### config.mk
export PLATFORM = sky130hd
export DESIGN_NAME = hs_arbiter2_flat
export DESIGN_NICKNAME = d
export VERILOG_FILES = /design/src/rtl/hs_arbiter2_if.sv /design/src/rtl/hs_arbiter2.sv /design/src/flat_wrapper.sv
export SDC_FILE = /design/constraint.sdc
export NUM_CORES = 1
export LEC_CHECK = 0
export ABC_AREA = 1
export BUFFER_PORTS_ARGS = -buffer_cell sky130_fd_sc_hd__clkbuf_2
export CAP_MARGIN = 20
export CORE_MARGIN = 2
export CORE_UTILIZATION = 40
export DETAILED_ROUTE_END_ITERATION = 12
export GPL_TIMING_DRIVEN = 1
export PLACE_DENSITY = 0.6
export SLEW_MARGIN = 20
export SYNTH_ARGS = -nofsm -noshare
export SYNTH_HDL_FRONTEND = slang
export SYNTH_SLANG_ARGS = --single-unit
### constraint.sdc
create_clock -name clk_i -period 1.2 [get_ports clk_i]
set_input_delay 0.12 -clock clk_i [delete_from_list [all_inputs] [get_ports clk_i]]
set_output_delay 0.12 -clock clk_i [all_outputs]
set_load 0.02 [all_outputs]
### src/rtl/hs_arbiter2_if.sv
// Handshake bundle for the two-client arbiter: two four-phase client channels,
// one four-phase channel to the shared resource, the data-mux select and a
// busy flag. Signal names are seen from the arbiter's side.
interface hs_arbiter2_if;
  logic       req_in1_i;
  logic       req_in2_i;
  logic       ack_in1_o;
  logic       ack_in2_o;
  logic       req_out_o;
  logic       ack_out_i;
  logic [1:0] grant_o;
  logic       busy_o;

  // Arbiter side
  modport slave (
    input  req_in1_i, req_in2_i, ack_out_i,
    output ack_in1_o, ack_in2_o, req_out_o, grant_o, busy_o
  );

  // Environment side: clients plus shared resource
  modport master (
    output req_in1_i, req_in2_i, ack_out_i,
    input  ack_in1_o, ack_in2_o, req_out_o, grant_o, busy_o
  );
endinterface

### src/rtl/hs_arbiter2.sv
// Two-client round-robin arbiter for four-phase req/ack channels. Incoming
// handshake wires are synchronised, one client at a time is granted, the
// one-hot grant drives the bundled-data mux and the winner's handshake is
// relayed to the shared resource. Every output comes straight from a flop.
module hs_arbiter2 #(
  parameter int SYNC_STAGES = 2
) (
  input  logic          clk_i,
  input  logic          rst_ni,
  hs_arbiter2_if.slave  bus
);

  typedef enum logic [2:0] {
    S_IDLE,
    S_SETUP,
    S_REQ,
    S_HOLD,
    S_RTZ
  } state_t;

  logic [2:0] w_raw;
  logic       w_req1_s;
  logic       w_req2_s;
  logic       w_ack_s;
  logic       w_pick2;
  logic       w_win_req;

  state_t     r_state;
  logic [1:0] r_grant;
  logic       r_req_out;
  logic       r_ack1;
  logic       r_ack2;
  logic       r_busy;
  logic       r_ptr;      // 0: client 1 has priority on a tie, 1: client 2

  assign w_raw = {bus.ack_out_i, bus.req_in2_i, bus.req_in1_i};

  generate
    if (SYNC_STAGES == 0) begin : g_direct
      assign {w_ack_s, w_req2_s, w_req1_s} = w_raw;
    end else begin : g_sync
      logic [2:0] r_sync [SYNC_STAGES];

      // Shift the three asynchronous handshake wires through the flop chain
      always_ff @(posedge clk_i or negedge rst_ni) begin
        if (!rst_ni) begin
          for (int i = 0; i < SYNC_STAGES; i++) begin
            r_sync[i] <= 3'b000;
          end
        end else begin
          r_sync[0] <= w_raw;
          for (int i = 1; i < SYNC_STAGES; i++) begin
            r_sync[i] <= r_sync[i-1];
          end
        end
      end

      assign {w_ack_s, w_req2_s, w_req1_s} = r_sync[SYNC_STAGES-1];
    end
  endgenerate

  // Client 2 wins when it is the only requester or when both ask and it holds priority
  assign w_pick2   = w_req2_s & (~w_req1_s | r_ptr);
  // Only the granted client's request is watched once the transaction is running
  assign w_win_req = r_grant[1] ? w_req2_s : w_req1_s;

  // Handshake sequencer; all outputs are updated here so they stay glitch-free
  always_ff @(posedge clk_i or negedge rst_ni) begin
    if (!rst_ni) begin
      r_state   <= S_IDLE;
      r_grant   <= 2'b00;
      r_req_out <= 1'b0;
      r_ack1    <= 1'b0;
      r_ack2    <= 1'b0;
      r_busy    <= 1'b0;
      r_ptr     <= 1'b0;
    end else begin
      case (r_state)
        S_IDLE: begin
          if (w_req1_s || w_req2_s) begin
            r_grant <= w_pick2 ? 2'b10 : 2'b01;
            r_busy  <= 1'b1;
            r_state <= S_SETUP;
          end
        end
        S_SETUP: begin
          // One cycle of mux setup before the resource sees a request
          r_req_out <= 1'b1;
          r_state   <= S_REQ;
        end
        S_REQ: begin
          if (w_ack_s) begin
            r_ack1  <= r_grant[0];
            r_ack2  <= r_grant[1];
            r_state <= S_HOLD;
          end
        end
        S_HOLD: begin
          // An early-dropped request falls straight through on the first cycle
          if (!w_win_req) begin
            r_req_out <= 1'b0;
            r_state   <= S_RTZ;
          end
        end
        S_RTZ: begin
          if (!w_ack_s) begin
            r_ack1  <= 1'b0;
            r_ack2  <= 1'b0;
            r_grant <= 2'b00;
            r_ptr   <= r_grant[0];
            r_busy  <= 1'b0;
            r_state <= S_IDLE;
          end
        end
        default: begin
          r_state <= S_IDLE;
        end
      endcase
    end
  end

  assign bus.grant_o   = r_grant;
  assign bus.req_out_o = r_req_out;
  assign bus.ack_in1_o = r_ack1;
  assign bus.ack_in2_o = r_ack2;
  assign bus.busy_o    = r_busy;

endmodule

### src/flat_wrapper.sv
// flat-port wrapper written by rule: the top's interface ports become plain ports
module hs_arbiter2_flat 
#(
  parameter int SYNC_STAGES = 2
)
  (clk_i, rst_ni, bus_req_in1_i, bus_req_in2_i, bus_ack_out_i, bus_ack_in1_o, bus_ack_in2_o, bus_req_out_o, bus_grant_o, bus_busy_o);
  hs_arbiter2_if bus_i ();
  input  logic clk_i;
  input  logic rst_ni;
  input wire logic [$bits(bus_i.req_in1_i)-1:0] bus_req_in1_i;
  input wire logic [$bits(bus_i.req_in2_i)-1:0] bus_req_in2_i;
  input wire logic [$bits(bus_i.ack_out_i)-1:0] bus_ack_out_i;
  output wire logic [$bits(bus_i.ack_in1_o)-1:0] bus_ack_in1_o;
  output wire logic [$bits(bus_i.ack_in2_o)-1:0] bus_ack_in2_o;
  output wire logic [$bits(bus_i.req_out_o)-1:0] bus_req_out_o;
  output wire logic [$bits(bus_i.grant_o)-1:0] bus_grant_o;
  output wire logic [$bits(bus_i.busy_o)-1:0] bus_busy_o;
  assign bus_i.req_in1_i = bus_req_in1_i;
  assign bus_i.req_in2_i = bus_req_in2_i;
  assign bus_i.ack_out_i = bus_ack_out_i;
  assign bus_ack_in1_o = bus_i.ack_in1_o;
  assign bus_ack_in2_o = bus_i.ack_in2_o;
  assign bus_req_out_o = bus_i.req_out_o;
  assign bus_grant_o = bus_i.grant_o;
  assign bus_busy_o = bus_i.busy_o;
  hs_arbiter2 #(.SYNC_STAGES(SYNC_STAGES)) u_core (.clk_i(clk_i), .rst_ni(rst_ni), .bus(bus_i));
endmodule
==> impl_metrics.py <==
metrics = {
    "outcome": {
        "status": "finished with violations",
        "failed_checks": "negative setup slack",
    },
    "worst_setup_path": {
        "timing.rr.start": "u_core.r_state[0]",
        "critPathKind": "flip-flop to flip-flop",
        "cp_cell_sequence": "nor2_4 > nand3_2 > nand2_1 > nor2_2 > nand2_1 > nand2_1",
        "critPathMaxFanout": 5,
        "cp_top_family": "simple AND/OR/NAND/NOR gates",
        "worst-path-buf-inv": 0,
        "cp.arrival_ns": 1.37,
        "r2r_setup_slack_ns": -0.0007,
        "crit_path_frequent_cell": "nand2_1",
        "start_kind": "flip-flop",
        "worstPathRequired_ns": 1.37,
        "cp-end-kind": "flip-flop",
        "reg2reg_to": "u_core.r_state[1]",
        "r2r.worst_path.cells": 6,
        "cp_num_cells": 6,
        "max_stage_delay_ns": 0.45,
        "cp_slowest_cell": "dfrtp_2",
    },
    "timing": {
        "relSlewSlack_pct": 74.6,
        "rsz0062_at_grt": "true",
        "fin_crit_ns": 1.20,
        "finalHoldViolCount": 0,
        "drv_slew": 0,
        "tightest_slew_ns": 0.382,
        "finalWorstSetupSlack_ns": -0.000744,
        "fmax_mhz": 833,
        "fin_skew_ns": 0.00235,
        "fin_crit_sh_pct": 100,
        "setup_viol": 1,
    },
    "placed_design": {
        "place_congestion": 0.771,
        "dp_slack_ns": 0.00678,
        "portBuffers": 10,
        "dp.final_hpwl_microns": 834,
    },
    "floorplan": {
        "die_area_sq_um": 1990,
        "fp.dieH_microns": 44.6,
        "num_rows": 14,
        "io_pins": 11,
        "dieWidth_microns": 44.6,
        "core-area_sq_um": 1520,
        "initial_core_util_pct": 43.3,
    },
    "finish": {
        "drive_above_1_share_pct": 29.7,
        "seqCellArea_sq_um": 403,
        "n_fill_cell": 145,
        "area_growth_pct": 26.4,
        "multi_input_area_sq_um": 243,
        "antenna_cells": 0,
        "nNetsFinal": 97,
    },
    "hold_path": {
        "hold_path_class": "input pin to async pin",
    },
    "grt": {
        "grt_pass1_vias": 517,
        "overflow": 0,
        "track_usage_pct": 15.7,
        "grt_start_max_net_pins": 17,
        "grt_pass1_wl_mm": 2.20,
        "antenna_found_initial": 0,
    },
    "power_and_ir_drop": {
        "design_power_total_uw": 2020,
        "p_leak_uw": 0.000448,
        "peakVddDrop_uv": 1160,
        "p_per_area_nw_per_um2": 2420,
    },
    "logic_synthesis": {
        "synth.net_count": 76,
        "synthAdderAreaFrac_pct": 0,
        "synth_top_area_cell": "dfrtp_1",
        "synth_xor_area_share_pct": 0,
        "synth-simple-area-share_pct": 28.8,
        "syn_avg_cell_area_sq_um": 9.29,
        "synth_mux_area_share_pct": 0,
        "synth-seq-cells": 16,
        "yosysSeqAreaShare_pct": 60.7,
        "synth_cells": 71,
        "synth_top_area_share_pct": 60.7,
        "synth-compound-area-share_pct": 6.45,
        "synthTopCellsByArea": "dfrtp_1 (61%), nand2_1 (15%), nand3_2 (4.6%)",
        "synth_top_family_by_area": "simple AND/OR/NAND/NOR gates",
        "synth.distinct_cells": 15,
        "syn-cell-area_sq_um": 659,
        "yosysWarnings": 0,
    },
    "routing": {
        "drt_first_pass_iters": 4,
        "drcViolationCount": 0,
        "via_per_inst": 4.89,
        "detail_route.iter0.violations": 14,
        "vias": 523,
        "wl_mm": 1.21,
        "postRouteAntennaNets": 0,
        "routedWlPerCell_microns": 11.3,
    },
    "clocking": {
        "cts_buffer_depth": 2,
        "cts_made_buffers": 3,
        "cts-root-buf": "clkbuf_4",
        "clk_latency_ns": 0.28,
        "clk_pin_slew_ns": 0.10,
        "htree_levels": 1,
        "cts_tree": "done",
        "clkSinkCount": 16,
    },
    "job": {
        "cap_violations": 0,
    },
}
[cell type report]
| class | count | area share (%) |
|---|---|---|
| inverter | 7 | 3.15 |
| multi-input combinational | 48 | 29.1 |
| sequential | 16 | 48.3 |
| tap | 16 | 2.40 |
| timing repair buffer | 16 | 12.6 |
| clock buffer | 4 | 4.35 |
[timing repair]
item                                    in CTS  in global routing
pin swaps                                    0                  2
hold endpoints to repair                    19                  0
endpoints found under the setup margin       2                  8
gates resized for setup                      1                  4
hold buffers                                 4                  0
buffers inserted                             0                  1
[per-stage QoR]
stage,TNS (ns),hold slack [ns],util [%],std cells,area [sq um]
after CTS,0,0.285,53.4,106,815
after global placement,0,0.0587,48.4,98,737
after detailed placement,0,0.0580,48.4,98,737
after global routing,-0.463,0.299,54.7,107,833
final,-0.000744,0.277,54.7,107,833
after floorplan,0,-0.176,-,71,659
[report_power, final]
| group | switching [uW] | total [uW] | internal [uW] |
|---|---|---|---|
| Sequential | 143 | 850 | 707 |
| Combinational | 514 | 813 | 298 |
| Clock | 170 | 355 | 185 |
| Total | 827 | 2020 | 1190 |
[placed cells by master, fill, tap and decap left out]
master         instances
nand2_1               25
dfrtp_1               14
clkbuf_2              10
inv_1                  7
o21ai_1                4
dlygate4sd3_1          4
nand3_2                3
nand3_1                3
clkbuf_4               3
nor2_2                 2
o21ai_0                2
nor2_1                 2
buf_4                  2
dfrtp_2                2
nor2_4                 1
nand2_4                1
nand2_2                1
a21boi_0               1
or2_2                  1
nand2b_1               1
a21oi_1                1
clkbuf_8               1
[synthesized netlist by cell type]
cell type  count
nand2_1       26
dfrtp_1       16
inv_1          7
o21ai_1        4
nand3_1        3
nand3_2        3
nor2_1         3
o21ai_0        2
a21boi_0       1
a21oi_1        1
nand2_2        1
nand2b_1       1
nor2_2         1
nor2_4         1
or2_2          1
[cells by family (layout without fill, tap and decap cells)]
logic type / count (synthesis) / count (layout)
buffers and inverters: 7 / 27
flip-flops: 16 / 16
AND/OR/NAND/NOR: 40 / 40
AO/OA/AOI/OAI: 8 / 8
[layer usage]
layer / routed length [microns] / track usage [%] / vias up
li1: - / - / 263
met1: 536 / 20.9 / 232
met2: 587 / 24.1 / 21
met3: 62 / 2.45 / 7
met4: 25 / 9.09 / 0
met5: 0 / 0 / -
[registers in the layout, summed over array words and instances, names as in the netlist]
register and flops:
u_core.r_ptr 1, u_core.r_state 3, u_core.bus.grant_o 2, u_core.bus.ack_in1_o 1
u_core.g_sync.r_sync 6, u_core.bus.busy_o 1, u_core.bus.ack_in2_o 1, u_core.bus.req_out_o 1
[worst max path at each step]
| stage | endpoint | from | slack [ns] |
|---|---|---|---|
| 5_1_grt | u_core.bus.ack_in1_o | u_core.r_state[0] | -0.07 |
| 4_1_cts | u_core.bus.ack_in2_o | u_core.r_state[1] | 0.01 |
| 2_1_floorplan | u_core.bus.ack_in2_o | u_core.r_state[1] | 0.15 |
| 3_5_place_dp | u_core.bus.ack_in2_o | u_core.r_state[1] | 0.007 |
| 6_report | u_core.r_state[1] | u_core.r_state[0] | -0.0007 |
| 3_3_place_gp | u_core.bus.ack_in1_o | u_core.r_state[1] | 0.02 |
(Power assumes the default switching activity.)
